<file path="src/rtl/arc4_pkg.sv">
// Shared types and constants for the ARC4 stream decryptor.
package arc4_pkg;

  localparam int S_SIZE = 256;
  localparam int DROP_W = 10;

  typedef enum logic [3:0] {
    IDLE      = 4'd0,
    INIT      = 4'd1,
    KSA_RD_I  = 4'd2,
    KSA_RD_J  = 4'd3,
    KSA_SWAP  = 4'd4,
    LEN_RD    = 4'd5,
    LEN_WR    = 4'd6,
    PRGA_RD_I = 4'd7,
    PRGA_RD_J = 4'd8,
    PRGA_SWAP = 4'd9,
    PRGA_RD_K = 4'd10,
    PRGA_WR   = 4'd11,
    DONE      = 4'd12
  } state_e;

  function automatic logic [7:0] add8(input logic [7:0] a, input logic [7:0] b);
    return a + b;
  endfunction

endpackage

</file>
<file path="src/rtl/arc4_stream_if.sv">
// Start handshake, ciphertext read port and plaintext write port of arc4_stream.
interface arc4_stream_if #(parameter int KEY_BYTES = 3);

  logic                   en;
  logic                   rdy;
  logic [KEY_BYTES*8-1:0] key;
  logic [7:0]             ct_addr;
  logic [7:0]             ct_rddata;
  logic [7:0]             pt_addr;
  logic [7:0]             pt_wrdata;
  logic                   pt_wren;
  logic                   err;

  modport master (
    output en, key, ct_rddata,
    input  rdy, ct_addr, pt_addr, pt_wrdata, pt_wren, err
  );

  modport slave (
    input  en, key, ct_rddata,
    output rdy, ct_addr, pt_addr, pt_wrdata, pt_wren, err
  );

endinterface

</file>
<file path="src/rtl/s_mem.sv">
// 256x8 single-port synchronous RAM holding the RC4 permutation; 1-cycle read latency.
module s_mem
  import arc4_pkg::*;
(
  input  logic       clk,
  input  logic       we_i,
  input  logic [7:0] addr_i,
  input  logic [7:0] wdata_i,
  output logic [7:0] rdata_o
);

  logic [7:0] mem_q [S_SIZE];
  logic [7:0] rdata_q;

  // write port plus registered read of the same address
  always_ff @(posedge clk) begin
    if (we_i) begin
      mem_q[addr_i] <= wdata_i;
    end
    rdata_q <= mem_q[addr_i];
  end

  assign rdata_o = rdata_q;

endmodule

</file>
<file path="src/rtl/arc4_stream.sv">
// RC4(-dropN) decryptor of a length-prefixed message: KSA, optional drop, then PRGA XOR.
module arc4_stream
  import arc4_pkg::*;
#(
  parameter int KEY_BYTES = 3,
  parameter int DROP_N    = 0
) (
  input logic          clk,
  input logic          rst,
  arc4_stream_if.slave bus
);

  localparam int KW = KEY_BYTES * 8;

  if (KEY_BYTES < 1 || KEY_BYTES > 32) begin : g_bad_key_bytes
    $fatal(1, "arc4_stream: KEY_BYTES must be in 1..32");
  end
  if (DROP_N < 0 || DROP_N > 1023) begin : g_bad_drop_n
    $fatal(1, "arc4_stream: DROP_N must be in 0..1023");
  end

  state_e            state_q;
  logic              ph_q;
  logic [7:0]        i_q, j_q, si_q, sj_q, len_q;
  logic [DROP_W-1:0] drop_q;
  logic [KW-1:0]     key_q, key_rot;
  logic              rdy_q, err_q, pt_wren_q;
  logic [7:0]        ct_addr_q, pt_addr_q, pt_wrdata_q;

  logic       s_we;
  logic [7:0] s_addr, s_wdata, s_rdata, ksa_j, prga_j;

  // Key byte i mod KEY_BYTES always sits in the top byte; rotate once per KSA step.
  assign key_rot = (key_q << 8) | (key_q >> (KW - 8));
  assign ksa_j   = add8(add8(j_q, s_rdata), key_q[KW-1 -: 8]);
  assign prga_j  = add8(j_q, s_rdata);

  s_mem u_s_mem (
    .clk     (clk),
    .we_i    (s_we),
    .addr_i  (s_addr),
    .wdata_i (s_wdata),
    .rdata_o (s_rdata)
  );

  // permutation RAM address/write control for the current state
  always_comb begin
    s_we    = 1'b0;
    s_addr  = 8'd0;
    s_wdata = 8'd0;
    case (state_q)
      INIT: begin
        s_we    = 1'b1;
        s_addr  = i_q;
        s_wdata = i_q;
      end
      KSA_RD_I:  s_addr = i_q;
      KSA_RD_J:  s_addr = ksa_j;
      PRGA_RD_I: s_addr = add8(i_q, 8'd1);
      PRGA_RD_J: s_addr = prga_j;
      KSA_SWAP, PRGA_SWAP: begin
        // S[j] first, then S[i] from the captured S[j]: j == i leaves S unchanged
        s_we    = 1'b1;
        s_addr  = ph_q ? i_q : j_q;
        s_wdata = ph_q ? sj_q : si_q;
      end
      PRGA_RD_K: s_addr = add8(si_q, sj_q);
      default: begin
        s_we = 1'b0;
      end
    endcase
  end

  // control FSM with registered outputs
  always_ff @(posedge clk or posedge rst) begin
    if (rst) begin
      state_q     <= IDLE;
      ph_q        <= 1'b0;
      i_q         <= 8'd0;
      j_q         <= 8'd0;
      si_q        <= 8'd0;
      sj_q        <= 8'd0;
      len_q       <= 8'd0;
      drop_q      <= '0;
      key_q       <= '0;
      rdy_q       <= 1'b1;
      err_q       <= 1'b0;
      pt_wren_q   <= 1'b0;
      ct_addr_q   <= 8'd0;
      pt_addr_q   <= 8'd0;
      pt_wrdata_q <= 8'd0;
    end else begin
      pt_wren_q <= 1'b0;
      if (state_q != IDLE && bus.en) begin
        err_q <= 1'b1;
      end
      case (state_q)
        IDLE: begin
          if (bus.en) begin
            key_q     <= bus.key;
            rdy_q     <= 1'b0;
            err_q     <= 1'b0;
            i_q       <= 8'd0;
            j_q       <= 8'd0;
            ph_q      <= 1'b0;
            ct_addr_q <= 8'd0;
            state_q   <= INIT;
          end
        end
        INIT: begin
          i_q <= add8(i_q, 8'd1);
          if (i_q == 8'd255) begin
            state_q <= KSA_RD_I;
          end
        end
        KSA_RD_I: state_q <= KSA_RD_J;
        KSA_RD_J: begin
          si_q    <= s_rdata;
          j_q     <= ksa_j;
          state_q <= KSA_SWAP;
        end
        KSA_SWAP: begin
          if (!ph_q) begin
            sj_q <= s_rdata;
            ph_q <= 1'b1;
          end else begin
            ph_q    <= 1'b0;
            i_q     <= add8(i_q, 8'd1);
            key_q   <= key_rot;
            state_q <= (i_q == 8'd255) ? LEN_RD : KSA_RD_I;
          end
        end
        LEN_RD: begin
          // ct_addr has been 0 since the start, so ct[0] is already on ct_rddata
          len_q       <= bus.ct_rddata;
          pt_addr_q   <= 8'd0;
          pt_wrdata_q <= bus.ct_rddata;
          pt_wren_q   <= 1'b1;
          state_q     <= LEN_WR;
        end
        LEN_WR: begin
          i_q     <= 8'd0;
          j_q     <= 8'd0;
          drop_q  <= DROP_W'(DROP_N);
          state_q <= (DROP_N == 0 && len_q == 8'd0) ? DONE : PRGA_RD_I;
        end
        PRGA_RD_I: begin
          i_q     <= add8(i_q, 8'd1);
          state_q <= PRGA_RD_J;
        end
        PRGA_RD_J: begin
          si_q    <= s_rdata;
          j_q     <= prga_j;
          state_q <= PRGA_SWAP;
        end
        PRGA_SWAP: begin
          if (!ph_q) begin
            sj_q <= s_rdata;
            ph_q <= 1'b1;
          end else begin
            ph_q <= 1'b0;
            if (drop_q == '0) begin
              ct_addr_q <= add8(ct_addr_q, 8'd1);
            end
            state_q <= PRGA_RD_K;
          end
        end
        PRGA_RD_K: begin
          if (!ph_q) begin
            ph_q <= 1'b1;
          end else begin
            ph_q <= 1'b0;
            if (drop_q == '0) begin
              pt_wren_q   <= 1'b1;
              pt_addr_q   <= ct_addr_q;
              pt_wrdata_q <= bus.ct_rddata ^ s_rdata;
            end
            state_q <= PRGA_WR;
          end
        end
        PRGA_WR: begin
          if (drop_q != '0) begin
            drop_q  <= drop_q - DROP_W'(1);
            state_q <= (drop_q == DROP_W'(1) && len_q == 8'd0) ? DONE : PRGA_RD_I;
          end else begin
            state_q <= (ct_addr_q == len_q) ? DONE : PRGA_RD_I;
          end
        end
        DONE: begin
          rdy_q   <= 1'b1;
          state_q <= IDLE;
        end
        default: begin
          rdy_q   <= 1'b1;
          state_q <= IDLE;
        end
      endcase
    end
  end

  assign bus.rdy       = rdy_q;
  assign bus.err       = err_q;
  assign bus.ct_addr   = ct_addr_q;
  assign bus.pt_addr   = pt_addr_q;
  assign bus.pt_wrdata = pt_wrdata_q;
  assign bus.pt_wren   = pt_wren_q;

endmodule
</file>
<file path="src/flat_wrapper.sv">
// flat-port wrapper written by rule: the top's interface ports become plain ports
module arc4_stream_flat import arc4_pkg::*;
#(
  parameter int KEY_BYTES = 3,
  parameter int DROP_N    = 0
)
  (clk, rst, bus_en, bus_key, bus_ct_rddata, bus_rdy, bus_ct_addr, bus_pt_addr, bus_pt_wrdata, bus_pt_wren, bus_err);
  arc4_stream_if #(.KEY_BYTES(KEY_BYTES)) bus_i ();
  input logic clk;
  input logic rst;
  input wire logic [$bits(bus_i.en)-1:0] bus_en;
  input wire logic [$bits(bus_i.key)-1:0] bus_key;
  input wire logic [$bits(bus_i.ct_rddata)-1:0] bus_ct_rddata;
  output wire logic [$bits(bus_i.rdy)-1:0] bus_rdy;
  output wire logic [$bits(bus_i.ct_addr)-1:0] bus_ct_addr;
  output wire logic [$bits(bus_i.pt_addr)-1:0] bus_pt_addr;
  output wire logic [$bits(bus_i.pt_wrdata)-1:0] bus_pt_wrdata;
  output wire logic [$bits(bus_i.pt_wren)-1:0] bus_pt_wren;
  output wire logic [$bits(bus_i.err)-1:0] bus_err;
  assign bus_i.en = bus_en;
  assign bus_i.key = bus_key;
  assign bus_i.ct_rddata = bus_ct_rddata;
  assign bus_rdy = bus_i.rdy;
  assign bus_ct_addr = bus_i.ct_addr;
  assign bus_pt_addr = bus_i.pt_addr;
  assign bus_pt_wrdata = bus_i.pt_wrdata;
  assign bus_pt_wren = bus_i.pt_wren;
  assign bus_err = bus_i.err;
  arc4_stream #(.KEY_BYTES(KEY_BYTES), .DROP_N(DROP_N)) u_core (.clk(clk), .rst(rst), .bus(bus_i));
endmodule
</file>
<file path="config.mk">
export PLATFORM = sky130hd
export DESIGN_NAME = arc4_stream_flat
export DESIGN_NICKNAME = d
export VERILOG_FILES = /design/src/rtl/arc4_pkg.sv /design/src/rtl/arc4_stream_if.sv /design/src/rtl/s_mem.sv /design/src/rtl/arc4_stream.sv /design/src/flat_wrapper.sv
export SDC_FILE = /design/constraint.sdc
export NUM_CORES = 2
export LEC_CHECK = 0
export ABC_AREA = 1
export CAP_MARGIN = 30
export CORE_MARGIN = 2
export CORE_UTILIZATION = 40
export CTS_BUF_LIST = sky130_fd_sc_hd__clkbuf_4
export DETAILED_ROUTE_END_ITERATION = 16
export SETUP_SLACK_MARGIN = 0.05
export SYNTH_ARGS = -nofsm -noshare
export SYNTH_HDL_FRONTEND = slang
export SYNTH_HIERARCHICAL = 1
export SYNTH_SLANG_ARGS = --single-unit
</file>
<file path="constraint.sdc">
create_clock -name clk -period 24.1 [get_ports clk]
set_input_delay 2.41 -clock clk [delete_from_list [all_inputs] [get_ports clk]]
set_output_delay 2.41 -clock clk [all_outputs]
set_load 0.01 [all_outputs]
</file>
==> flow_summary.ini <==
[synthesis]
synthTopCellsByCount = nand2_1 (4986), edfxtp_1 (2048), nor2_1 (436)
yosys-mux-area-fraction_pct = 0
synth-edff-count = 2048
synth_top_family_by_area = simple AND/OR/NAND/NOR gates
synth_area_sq_um = 91500
synth_cell_types = 49
async_flop_share_pct = 4.90
syn_avg_cell_area_sq_um = 10.3
yosys.area_share.xor_xnor_pct = 0.297
synthSimpleGateAreaFrac_pct = 23.9
synth_compound_area_share_pct = 2.22
synth_fp_nets = 8983
synthCells = 8920
yosysWarnings = 6
synth-adder-area-share_pct = 0.407
ys_ff_latch = 2162
ys.flop_type = edfxtp_1
yosysTopAreaCell = edfxtp_1
synth_top_area_share_pct = 67.2
synth_area_leaders = edfxtp_1 (67%), nand2_1 (20%), dfrtp_1 (2.9%)
yosysSeqAreaShare_pct = 70.3
yosysMostFrequentCell = nand2_1

[timing]
setup_tns_ns = 0
slew_viol_final = 0
setup_viol = 0
fmax_mhz = 137
period_share_pct = 30.3
tightest_slew_ns = 1.25
worst_hold_slack_ns = 0.504
final_hold_viol_count = 0
rsz0062_at_grt = no
maxSlewHeadroom_pct = 16.8
skew_ns = 0.0982
period_minus_slack_ns = 7.31

[setup_path]
crit_type = register to register
start_kind = register
arrival_ns = 8.53
cp_top_family = buffers and inverters
reg2reg_to = u_core/u_s_mem/rdata_o[0]$_DFF_P_
critPathMaxStageDelay_ns = 0.77
required_ns = 25.33
worstRegToRegCells = 23
cp_cell_sequence = ha_1 > fa_1 > inv_1 > fa_1 > o22ai_1 > nor2_1 > o211ai_1 > buf_12 > buf_4 > nand2_4 > inv_6 > buf_4 > buf_4 > nand2_1 > nand3_1 > nand2_1 > nand2_1 > o21ai_1 > nand2_1 > nor2_1 > nor2_1 > nor2_1 > nand2_1
crit_path_end_kind = register
r2r_slack_ns = 16.79
critical_path_buf_inv_count = 6
cpMostUsedCell = nand2_1
crit_slowest_cell = buf_4
cp_max_fo = 134
rr_startpoint = u_core/j_q[0]$_DFFE_PP0P_
crit_path_start = u_core/j_q[0]$_DFFE_PP0P_

[floorplanning]
die_area_sq_um = 233000
ioPinCount = 62
initial_utilization_pct = 40.2
die_h_microns = 482
coreArea_sq_um = 227000
fp-row-count = 175
dieWidth_microns = 482

[detailed_routing]
wl_per_cell_microns = 20.1
num_vias = 64200
drc_errors = 0
ant_nets = 0
wl_met2_microns = 117000
viasPerCell = 5.10
highest_layer = met5
route.met3.wl_microns = 22600
wl_met1_microns = 107000
drt_first_pass_iters = 6
drtIter0Drc = 6243
routed_wl_microns = 254000

[layout]
layout.nets = 9278
utilization_pct = 44.9
stdcell_count = 12600
syn_to_final_growth_pct = 11.6
drive_gt1_share_pct = 10.7

[placement]
place.detailed.hpwl_microns = 141000
port_buffers = 61
routabilityCongestion = 0.866
placedCellCount = 11600

[power_and_ir_drop]
powerDensity_nw_per_um2 = 126
peakVddDrop_mv = 0.162
switching_power_w = 0.00554
p_seq_share_pct = 34.5
clockPowerShare_pct = 24.4
power_leakage_nw = 41.7
swShare_pct = 43.0
p_int_w = 0.00734
combPwrFrac_pct = 41.1

[clock_tree]
holdBufCountCts = 0
clkTransAtPathRegs_ns = 0.07
cts_tree = yes
cts-root-buf = clkbuf_4
cts.sinks = 2162
numCtsBuffers = 581
htree_levels = 6
insertion_delay_ns = 1.34
clock_path_buffers = 4
cts_resized = 0
post-cts-setup-buffer-count = 0

[run]
maxCapViolCount = 0

[global_route]
grt_usage_pct = 21.6
grt_pass1_vias = 62800
overflow = 0
grt_antenna_before_repair = 7
grt_pass1_wl_microns = 383000
grt_max_degree = 197

[outcome]
status = finished clean

[min_path]
hp-class = register to register
min_from = u_core/bus.rdy$_DFFE_PP1P_
min_to = u_core/bus.rdy$_DFFE_PP1P_
whs_path_depth = 2
-- power groups by stage --
stage               clock network [W]  logic [W]  registers (W)
floorplan                           0    0.00344        0.00464
global placement                    0    0.00519        0.00452
detailed placement                  0    0.00522        0.00453
CTS                           0.00323    0.00524        0.00445
global route                  0.00342    0.00586        0.00445
finish                        0.00315    0.00529        0.00445
-- how the worst max path moves through the flow --
stage | slack, ns | depth (start not counted) | end
finish | 16.79 | 23 | u_core/u_s_mem/rdata_o[0]$_DFF_P_
global route | 16.39 | 22 | u_core/u_s_mem/rdata_o[0]$_DFF_P_
CTS | 16.87 | 23 | u_core/u_s_mem/rdata_o[0]$_DFF_P_
detailed placement | 16.88 | 23 | u_core/u_s_mem/rdata_o[0]$_DFF_P_
floorplan | 11.12 | 5 | u_core/u_s_mem/mem_q[0][0]$_DFFE_PP_
global placement | 16.93 | 23 | u_core/u_s_mem/rdata_o[0]$_DFF_P_
-- worst reg2reg max path, delay by kind of cell, from the launching register on --
| family | cells | cell delay (ns) |
|---|---|---|
| flip-flops | 1 | 0.40 |
| AND/OR/NAND/NOR | 11 | 1.40 |
| AO/OA/AOI/OAI | 3 | 0.47 |
| buffers and inverters | 6 | 3.72 |
| adder cells (fa/ha/maj) | 3 | 1.22 |
-- sequential cells by signal, indices dropped and copies added (netlist names), named ones only --
name,flops
u_core/bus.pt_wrdata,8
u_core/drop_q,10
u_core/bus.pt_addr,8
u_core/len_q,8
u_core/u_s_mem/rdata_o,8
u_core/u_s_mem/mem_q,2048
u_core/key_q,24
u_core/bus.rdy,1
u_core/state_q,4
u_core/j_q,8
u_core/sj_q,8
u_core/ph_q,1
u_core/si_q,8
u_core/i_q,8
u_core/bus.pt_wren,1
u_core/bus.ct_addr,8
-- cell type report --
type / count / area [sq um]
diodes: 2 / 5.00
clock buffers: 844 / 6340
clock inverters: 112 / 657
fillers: 21200 / 125000
inverters: 171 / 679
multi-input cells: 6146 / 24700
flip-flops and latches: 2162 / 64300
well taps: 3009 / 3760
repair buffers: 153 / 1670
-- cells by family after synthesis --
family / count (synthesis)
compound gates: 374
simple gates: 5713
fa+ha+maj: 28
buf+inv: 612
flops: 2162
xor+xnor: 31
-- per-stage QoR --
step | area (sq um) | total power [W] | setup slack (ns)
after floorplan | 91500 | 0.00807 | 11.12
after global routing | 102000 | 0.0137 | 16.39
after global placement | 94800 | 0.00972 | 16.93
final | 102000 | 0.0129 | 16.79
after detailed placement | 95000 | 0.00975 | 16.88
after CTS | 102000 | 0.0129 | 16.87
-- routing by layer --
layer	up-vias	track usage, %
li1	30300	-
met1	30700	29.6
met2	2818	34.0
met3	442	4.47
met4	4	7.77
met5	-	0
-- placed cells by master, fill, tap and decap left out, drive strengths merged, types with 60 or more instances in the layout --
master / count
nand2: 4996
edfxtp: 2048
clkbuf: 844
nor2: 444
o21ai: 254
nand3: 250
inv: 180
dfrtp: 105
clkinv: 92
buf: 92
clkdlybuf4s50: 61
a21oi: 60
(Power assumes the default switching activity.)
